File: src/rtl/pb_bcd_display_if.sv
// ---------------------------------------------------------------------------
// pb_bcd_display_if
//   Groups the event inputs and the count/display outputs of pb_bcd_display
//   so the counter/display stage can be wired with a single port.
//
//   Signals:
//     pulse  single-cycle count event from the upstream pulse stage
//     sw1    count direction, 1 = up, 0 = down
//     clr    synchronous clear of the count, active high
//     ones   BCD units digit
//     tens   BCD tens digit
//     wrap   one-cycle flag marking a count wrap
//     seg    segment cathodes, active low, seg[0]=a .. seg[6]=g
//     en0    units digit anode enable, active low
//     en1    tens digit anode enable, active low
//
//   Modports:
//     master  drives the events, observes count and display
//     slave   the counter/display block itself
// ---------------------------------------------------------------------------
interface pb_bcd_display_if;
   logic       pulse;
   logic       sw1;
   logic       clr;
   logic [3:0] ones;
   logic [3:0] tens;
   logic       wrap;
   logic [6:0] seg;
   logic       en0;
   logic       en1;

   modport master (
      output pulse, sw1, clr,
      input  ones, tens, wrap, seg, en0, en1
   );

   modport slave (
      input  pulse, sw1, clr,
      output ones, tens, wrap, seg, en0, en1
   );
endinterface

File: src/rtl/pb_bcd_display.sv
// ---------------------------------------------------------------------------
// pb_bcd_display
//   Two-digit BCD up/down event counter (00..MAX_COUNT, wrapping) driving a
//   time-multiplexed two-digit common-anode seven-segment display.
//
//   Ports:
//     clk    system clock, all state on the rising edge
//     rst_n  asynchronous active-low reset
//     bus    pb_bcd_display_if.slave: pulse/sw1/clr in; ones/tens/wrap,
//            seg/en0/en1 out (all outputs registered)
//
//   Parameters:
//     MAX_COUNT    highest count value, 1..99
//     REFRESH_DIV  clk cycles each digit stays enabled, >= 2
//     BLANK_LZ     when 1, the tens digit is blanked while tens is 0
// ---------------------------------------------------------------------------
module pb_bcd_display #(
   parameter int MAX_COUNT   = 99,
   parameter int REFRESH_DIV = 50000,
   parameter bit BLANK_LZ    = 1'b1
) (
   input  logic                clk,
   input  logic                rst_n,
   pb_bcd_display_if.slave     bus
);

   localparam logic [3:0] MAX_TENS = 4'(MAX_COUNT / 10);
   localparam logic [3:0] MAX_ONES = 4'(MAX_COUNT % 10);
   localparam int         RW       = $clog2(REFRESH_DIV);
   localparam logic [RW-1:0] REF_LAST = RW'(REFRESH_DIV - 1);

   logic [3:0]    r_ones;
   logic [3:0]    r_tens;
   logic          r_wrap;
   logic [RW-1:0] r_refCnt;
   logic          r_sel;
   logic [6:0]    r_seg;
   logic          r_en0;
   logic          r_en1;

   logic [3:0]    w_onesNext;
   logic [3:0]    w_tensNext;
   logic          w_wrapNext;
   logic          w_atMax;
   logic          w_atZero;
   logic [6:0]    w_segNext;

   // Active-low glyph table, bit 6 = g down to bit 0 = a.
   function automatic logic [6:0] glyph(input logic [3:0] digit);
      logic [6:0] g;
      case (digit)
         4'd0:    g = 7'b1000000;
         4'd1:    g = 7'b1111001;
         4'd2:    g = 7'b0100100;
         4'd3:    g = 7'b0110000;
         4'd4:    g = 7'b0011001;
         4'd5:    g = 7'b0010010;
         4'd6:    g = 7'b0000010;
         4'd7:    g = 7'b1111000;
         4'd8:    g = 7'b0000000;
         4'd9:    g = 7'b0010000;
         default: g = 7'b1111111;
      endcase
      return g;
   endfunction

   assign w_atMax  = (r_tens == MAX_TENS) && (r_ones == MAX_ONES);
   assign w_atZero = (r_tens == 4'd0) && (r_ones == 4'd0);

   // Next count: clear beats a pulse, a pulse beats hold. Wrapping happens
   // at the ends of the range; otherwise the BCD digits carry or borrow
   // between units and tens so neither digit ever leaves 0..9.
   always_comb begin
      w_onesNext = r_ones;
      w_tensNext = r_tens;
      w_wrapNext = 1'b0;
      if (bus.clr) begin
         w_onesNext = 4'd0;
         w_tensNext = 4'd0;
      end else if (bus.pulse) begin
         if (bus.sw1) begin
            if (w_atMax) begin
               w_onesNext = 4'd0;
               w_tensNext = 4'd0;
               w_wrapNext = 1'b1;
            end else if (r_ones == 4'd9) begin
               w_onesNext = 4'd0;
               w_tensNext = r_tens + 4'd1;
            end else begin
               w_onesNext = r_ones + 4'd1;
            end
         end else begin
            if (w_atZero) begin
               w_onesNext = MAX_ONES;
               w_tensNext = MAX_TENS;
               w_wrapNext = 1'b1;
            end else if (r_ones == 4'd0) begin
               w_onesNext = 4'd9;
               w_tensNext = r_tens - 4'd1;
            end else begin
               w_onesNext = r_ones - 4'd1;
            end
         end
      end
   end

   // Count and wrap registers.
   always_ff @(posedge clk or negedge rst_n) begin
      if (!rst_n) begin
         r_ones <= 4'd0;
         r_tens <= 4'd0;
         r_wrap <= 1'b0;
      end else begin
         r_ones <= w_onesNext;
         r_tens <= w_tensNext;
         r_wrap <= w_wrapNext;
      end
   end

   // Refresh timer: each digit stays selected for REFRESH_DIV cycles, and
   // the digit select flips each time the timer rolls back to zero.
   always_ff @(posedge clk or negedge rst_n) begin
      if (!rst_n) begin
         r_refCnt <= '0;
         r_sel    <= 1'b0;
      end else if (r_refCnt == REF_LAST) begin
         r_refCnt <= '0;
         r_sel    <= ~r_sel;
      end else begin
         r_refCnt <= r_refCnt + 1'b1;
      end
   end

   // Segment source for the selected digit; the tens digit can be blanked
   // to suppress a leading zero.
   always_comb begin
      w_segNext = glyph(r_ones);
      if (r_sel) begin
         if (BLANK_LZ && (r_tens == 4'd0)) begin
            w_segNext = 7'b1111111;
         end else begin
            w_segNext = glyph(r_tens);
         end
      end
   end

   // Registered display drive. The enables are complementary copies of the
   // select, so exactly one anode is active on every cycle.
   always_ff @(posedge clk or negedge rst_n) begin
      if (!rst_n) begin
         r_seg <= 7'b1000000;
         r_en0 <= 1'b0;
         r_en1 <= 1'b1;
      end else begin
         r_seg <= w_segNext;
         r_en0 <= r_sel;
         r_en1 <= ~r_sel;
      end
   end

   assign bus.ones = r_ones;
   assign bus.tens = r_tens;
   assign bus.wrap = r_wrap;
   assign bus.seg  = r_seg;
   assign bus.en0  = r_en0;
   assign bus.en1  = r_en1;

endmodule

File: src/flat_wrapper.sv
// flat-port wrapper written by rule: the top's interface ports become plain ports
module pb_bcd_display_flat 
#(
   parameter int MAX_COUNT   = 99,
   parameter int REFRESH_DIV = 50000,
   parameter bit BLANK_LZ    = 1'b1
)
  (clk, rst_n, bus_pulse, bus_sw1, bus_clr, bus_ones, bus_tens, bus_wrap, bus_seg, bus_en0, bus_en1);
  pb_bcd_display_if bus_i ();
  input  logic clk;
  input  logic rst_n;
  input wire logic [$bits(bus_i.pulse)-1:0] bus_pulse;
  input wire logic [$bits(bus_i.sw1)-1:0] bus_sw1;
  input wire logic [$bits(bus_i.clr)-1:0] bus_clr;
  output wire logic [$bits(bus_i.ones)-1:0] bus_ones;
  output wire logic [$bits(bus_i.tens)-1:0] bus_tens;
  output wire logic [$bits(bus_i.wrap)-1:0] bus_wrap;
  output wire logic [$bits(bus_i.seg)-1:0] bus_seg;
  output wire logic [$bits(bus_i.en0)-1:0] bus_en0;
  output wire logic [$bits(bus_i.en1)-1:0] bus_en1;
  assign bus_i.pulse = bus_pulse;
  assign bus_i.sw1 = bus_sw1;
  assign bus_i.clr = bus_clr;
  assign bus_ones = bus_i.ones;
  assign bus_tens = bus_i.tens;
  assign bus_wrap = bus_i.wrap;
  assign bus_seg = bus_i.seg;
  assign bus_en0 = bus_i.en0;
  assign bus_en1 = bus_i.en1;
  pb_bcd_display #(.MAX_COUNT(MAX_COUNT), .REFRESH_DIV(REFRESH_DIV), .BLANK_LZ(BLANK_LZ)) u_core (.clk(clk), .rst_n(rst_n), .bus(bus_i));
endmodule
File: config.mk
export PLATFORM = sky130hd
export DESIGN_NAME = pb_bcd_display_flat
export DESIGN_NICKNAME = d
export VERILOG_FILES = /design/src/rtl/pb_bcd_display_if.sv /design/src/rtl/pb_bcd_display.sv /design/src/flat_wrapper.sv
export SDC_FILE = /design/constraint.sdc
export NUM_CORES = 1
export LEC_CHECK = 0
export BUFFER_PORTS_ARGS = -buffer_cell sky130_fd_sc_hd__buf_2
export CORE_MARGIN = 2
export CORE_UTILIZATION = 45
export DETAILED_ROUTE_END_ITERATION = 10
export PLACE_DENSITY_LB_ADDON = 0.3
export SLEW_MARGIN = 10
export SYNTH_ARGS = -nofsm -noshare
export SYNTH_HDL_FRONTEND = slang
export SYNTH_SLANG_ARGS = --single-unit
export TNS_END_PERCENT = 100
File: constraint.sdc
create_clock -name clk -period 4 [get_ports clk]
set_input_delay 0 -clock clk [delete_from_list [all_inputs] [get_ports clk]]
set_output_delay 0 -clock clk [all_outputs]
set_load 0.01 [all_outputs]
==> results by stage <==
Status:
- The flow ran to the end, and the final reports show no timing, DRC or antenna violations.

Logic synthesis:
- Among all flip-flop cells after synthesis, the most frequent one is sky130_fd_sc_hd__dfrtp_1.
- After synthesis, the share of flip-flops with an asynchronous set or reset is 100%.
- The number of enable-type register cells in the synthesized netlist is 0.
- After synthesis the netlist holds a flip-flop and latch count of 35.
- The number of instances in the synthesized netlist is 236.
- After synthesis the cells add up to 0.00217 mm2.
- In this run the biggest area consumer among cell types represents 38.1% of the synthesized area.
- The mean cell area of the mapped netlist is 9.18 um2.
- The sequential share of the synthesized area is between 40% and 50%.
- The largest area contributor in the netlist is sky130_fd_sc_hd__dfrtp_1.
- By area the synthesized netlist is led by sky130_fd_sc_hd__dfrtp_1 (38%), sky130_fd_sc_hd__ha_1 (7.5%), sky130_fd_sc_hd__nor2_1 (5.0%).
- When the netlist entered floorplanning its net count stood at 254.
- The count of distinct cell types in the synthesized netlist is 49.
- The warning count from the yosys run is 0.

Setup path:
- For the worst setup path, the data required time is ~4.2 ns.
- The arrival time of data at the critical path endpoint is ~2.2 ns.
- The worst setup path is of the flop to flop kind.
- STA classifies the critical path endpoint as a flop.
- The register-to-register path setup slack is approximately 2.0 ns.
- STA classifies the critical path startpoint as a flop.
- Along the worst path, the maximum fanout reaches 10.

STA:
- The final max-slew violation count was 0.
- The time the final worst path needs with I/O delays and setup is 1.99 ns.
- At the pin with the least slew margin, the transition time is 0.806 ns.
- Setup violations remaining at the end of the flow were counted as 0.
- The worst slew slack as a fraction of its limit is a little under half.
- Setup repair after global routing left no endpoint under its margin.
- Summed over all failing endpoints, the final setup total negative slack is 0 ns.
- The final setup skew is 0.0112 ns.
- Across all setup checks in the final design, the least slack found is 2.01 ns.
- The count of endpoints failing hold in the final timing report is 0.
- In the finished design, the share of the clock period the worst path needs comes to 49.7%.
- For this run, the top clock speed supported by timing is 0.503 GHz.

Detailed routing:
- After the first detailed-routing iteration, the DRC count stood at 144.
- The first-pass iteration count of the detailed router is 4.
- The routed layout has 1789 vias.
- In this run the remaining antenna-violating nets after routing total 0.
- After detailed routing, the average wire length per cell comes to 15.3 um.
- The number of remaining DRC errors is 0.
- Using the TritonRoute via totals, the vias-per-cell ratio works out to between 5 and 6.
- After detailed routing, the total wire length is 4.75 mm.

GRT:
- The via count of the first global-routing pass is 1620.
- The first global-routing pass estimated roughly 7.9 mm of wire.
- The pin count of the biggest net entering global routing is 36.
- The number of antenna violations at the first check in global routing is 0.
- Global routing finished with a remaining overflow of 0.
- Global routing used 19.2% of the available tracks.

Layout:
- The most common cell after layout, fill and taps aside is sky130_fd_sc_hd__dfrtp_1.
- The post-layout utilization of the core is 51.8%.
- The finished cells cover ~0.0024 mm2.
- The finished layout holds 311 standard cells, fillers aside.
- The library cells used most frequently in the layout, excluding fill and tap cells, are sky130_fd_sc_hd__dfrtp_1 (33), sky130_fd_sc_hd__nor2_1 (29), sky130_fd_sc_hd__buf_2 (22).
- The number of nets in the finished design is ~270.
- The antenna diode count is 0.
- The area growth from synthesis to layout is 12.2%.
- The share of layout cells above drive strength 1 is between 10% and 20%.

CTS:
- Post-CTS repair changed the size of 0 cells.
- The clock tree synthesis step divided the H-tree into 2 levels.
- Clock tree synthesis selected as its root buffer the cell sky130_fd_sc_hd__clkbuf_8.
- In this run the deepest clock path goes through 2 buffers.
- Clock-pin slew was measured on the worst setup and hold paths at roughly 0.080 ns.
- The clock net in this run drives a total of 35 sinks.
- The CTS tree is built.
- The insertion delay of the later-clocked pin in the worst-skew pair is 0.29 ns.
- Buffers inserted during clock tree synthesis total 5.

Placement:
- The final weighted congestion of routability-driven global placement is roughly 0.85.
- In this run the tool buffered the top-level ports with 22 buffer cells.
- The post-placement cell area is 0.00230 mm2.
- Counting tap cells, the placed design contains a total of 302 instances.
- The half-perimeter wire length after detailed placement is 3.39 mm.
- The worst slack after detailed placement is slightly above 2 ns.

Die:
- For this configuration, the core starts out at a cell density of 46.2%.
- The die span in x is 73.4 um.
- The I/O pin count is 23.
- Row generation in the floorplan step produced 25 rows.
- The die covers 0.00538 mm2.
- In this run the standard cell core region covers 0.00469 mm2.
- The floorplan die height is between 70 and 80 um.

Power and ir drop:
- The power density over cell area is 425 mW/mm2.
- Summed over all cells, the static leakage comes to 0.00108 uW.
- The maximum VDD drop is 0.162 mV.

Flow run:
- Across the run, the number of max-cap violations was 0.

Min path:
- The min-delay analysis places its worst path in the category primary input to flop.
==> repair_timing <==
action	in CTS	in global routing
endpoints found under the hold margin	33	0
hold buffers	1	0
setup buffers	0	0
==> stage by stage <==
stage	total power, uW	hold slack (ns)
2_1_floorplan	618	-0.296
3_3_place_gp	703	0.129
5_1_grt	1100	0.0307
3_5_place_dp	705	0.136
4_1_cts	1040	0.0100
6_report	1030	0.0184
==> worst max-delay path: stages (launching register included) <==
cell and delay, ns:
sky130_fd_sc_hd__dfrtp_1 0.53, sky130_fd_sc_hd__inv_1 0.15, sky130_fd_sc_hd__ha_1 0.25, sky130_fd_sc_hd__nor3b_1 0.15, sky130_fd_sc_hd__o211ai_1 0.43, sky130_fd_sc_hd__and2_1 0.23, sky130_fd_sc_hd__mux2i_1 0.17
==> flip-flops by register name, indices dropped and copies added (netlist names) <==
name,flops
u_core.bus.en0,1
u_core.bus.en1,1
u_core.bus.ones,4
u_core.bus.seg,7
u_core.bus.tens,4
u_core.bus.wrap,1
u_core.r_refCnt,16
u_core.r_sel,1
==> synth_stat cells (2+ instances only) <==
| cell | count |
|---|---|
| sky130_fd_sc_hd__xnor2_1 | 11 |
| sky130_fd_sc_hd__and3_1 | 2 |
| sky130_fd_sc_hd__a21oi_1 | 9 |
| sky130_fd_sc_hd__nand3b_1 | 3 |
| sky130_fd_sc_hd__dfstp_2 | 2 |
| sky130_fd_sc_hd__inv_1 | 14 |
| sky130_fd_sc_hd__nand4_1 | 4 |
| sky130_fd_sc_hd__a211oi_1 | 3 |
| sky130_fd_sc_hd__nand2_1 | 8 |
| sky130_fd_sc_hd__ha_1 | 13 |
| sky130_fd_sc_hd__a31oi_1 | 8 |
| sky130_fd_sc_hd__and3b_1 | 2 |
| sky130_fd_sc_hd__clkbuf_1 | 7 |
| sky130_fd_sc_hd__o22ai_1 | 3 |
| sky130_fd_sc_hd__mux2i_1 | 3 |
| sky130_fd_sc_hd__o21a_1 | 2 |
| sky130_fd_sc_hd__nor2_1 | 29 |
| sky130_fd_sc_hd__nor3_1 | 11 |
| sky130_fd_sc_hd__nor4_1 | 3 |
| sky130_fd_sc_hd__dfrtp_1 | 33 |
| sky130_fd_sc_hd__a311o_1 | 2 |
| sky130_fd_sc_hd__xor2_1 | 5 |
| sky130_fd_sc_hd__and2_1 | 3 |
| sky130_fd_sc_hd__nand3_1 | 14 |
| sky130_fd_sc_hd__nor2b_1 | 3 |
| sky130_fd_sc_hd__nor3b_1 | 2 |
| sky130_fd_sc_hd__buf_2 | 3 |
| sky130_fd_sc_hd__o21ai_0 | 9 |
| sky130_fd_sc_hd__nand2b_1 | 3 |
| sky130_fd_sc_hd__o22a_1 | 3 |
==> per-layer routing <==
| layer | GRT usage (%) | share of wire [%] | vias up |
|---|---|---|---|
| li1 | - | - | 889 |
| met1 | 27.8 | 49 | 844 |
| met2 | 28.4 | 44 | 49 |
| met3 | 4.39 | 5.2 | 7 |
| met4 | 6.26 | 1.2 | 0 |
| met5 | 0 | 0 | - |
==> final cells by class <==
type	count	area [um2]
Fill cell	418	2260
Sequential cell	35	878
Inverter	14	52.6
Multi-Input combinational cell	177	1190
Timing Repair Buffer	23	120
Tap cell	54	67.6
Clock buffer	6	82.6
Clock inverter	2	35.0
==> path summary, 6_finish.rpt <==
path,cells past startpoint,endpoint,startpoint
worst min register to register,1,u_core.r_refCnt[0],u_core.r_refCnt[0]
max in group asynchronous,2,u_core.r_refCnt[3],rst_n
min in group asynchronous,2,u_core.bus.seg[4],rst_n
worst min-delay path,2,u_core.bus.ones[0],bus_clr
worst max register to register,6,u_core.bus.tens[1],u_core.bus.ones[1]
worst max-delay path,6,u_core.bus.tens[1],u_core.bus.ones[1]
==> kinds of logic (layout without fill, tap and decap cells) <==
logic type | Yosys count | in the layout | synth area share, %
AOI/OAI and AO/OA | 51 | 51 | 15.9
xor gates and xnor gates | 16 | 16 | 6.47
adders and majority gates | 13 | 13 | 7.51
buffers and inverters | 24 | 45 | 4.33
DFF | 35 | 35 | 40.6
muxes | 4 | 4 | 1.91
and+or+nand+nor | 93 | 93 | 23.3
==> report_power, final <==
part	total (uW)	internal, uW	switching (uW)
sequential	434	383	50.5
combinational	266	115	151
clock	334	202	132
Note: power is estimated with default switching activity, not from simulation.
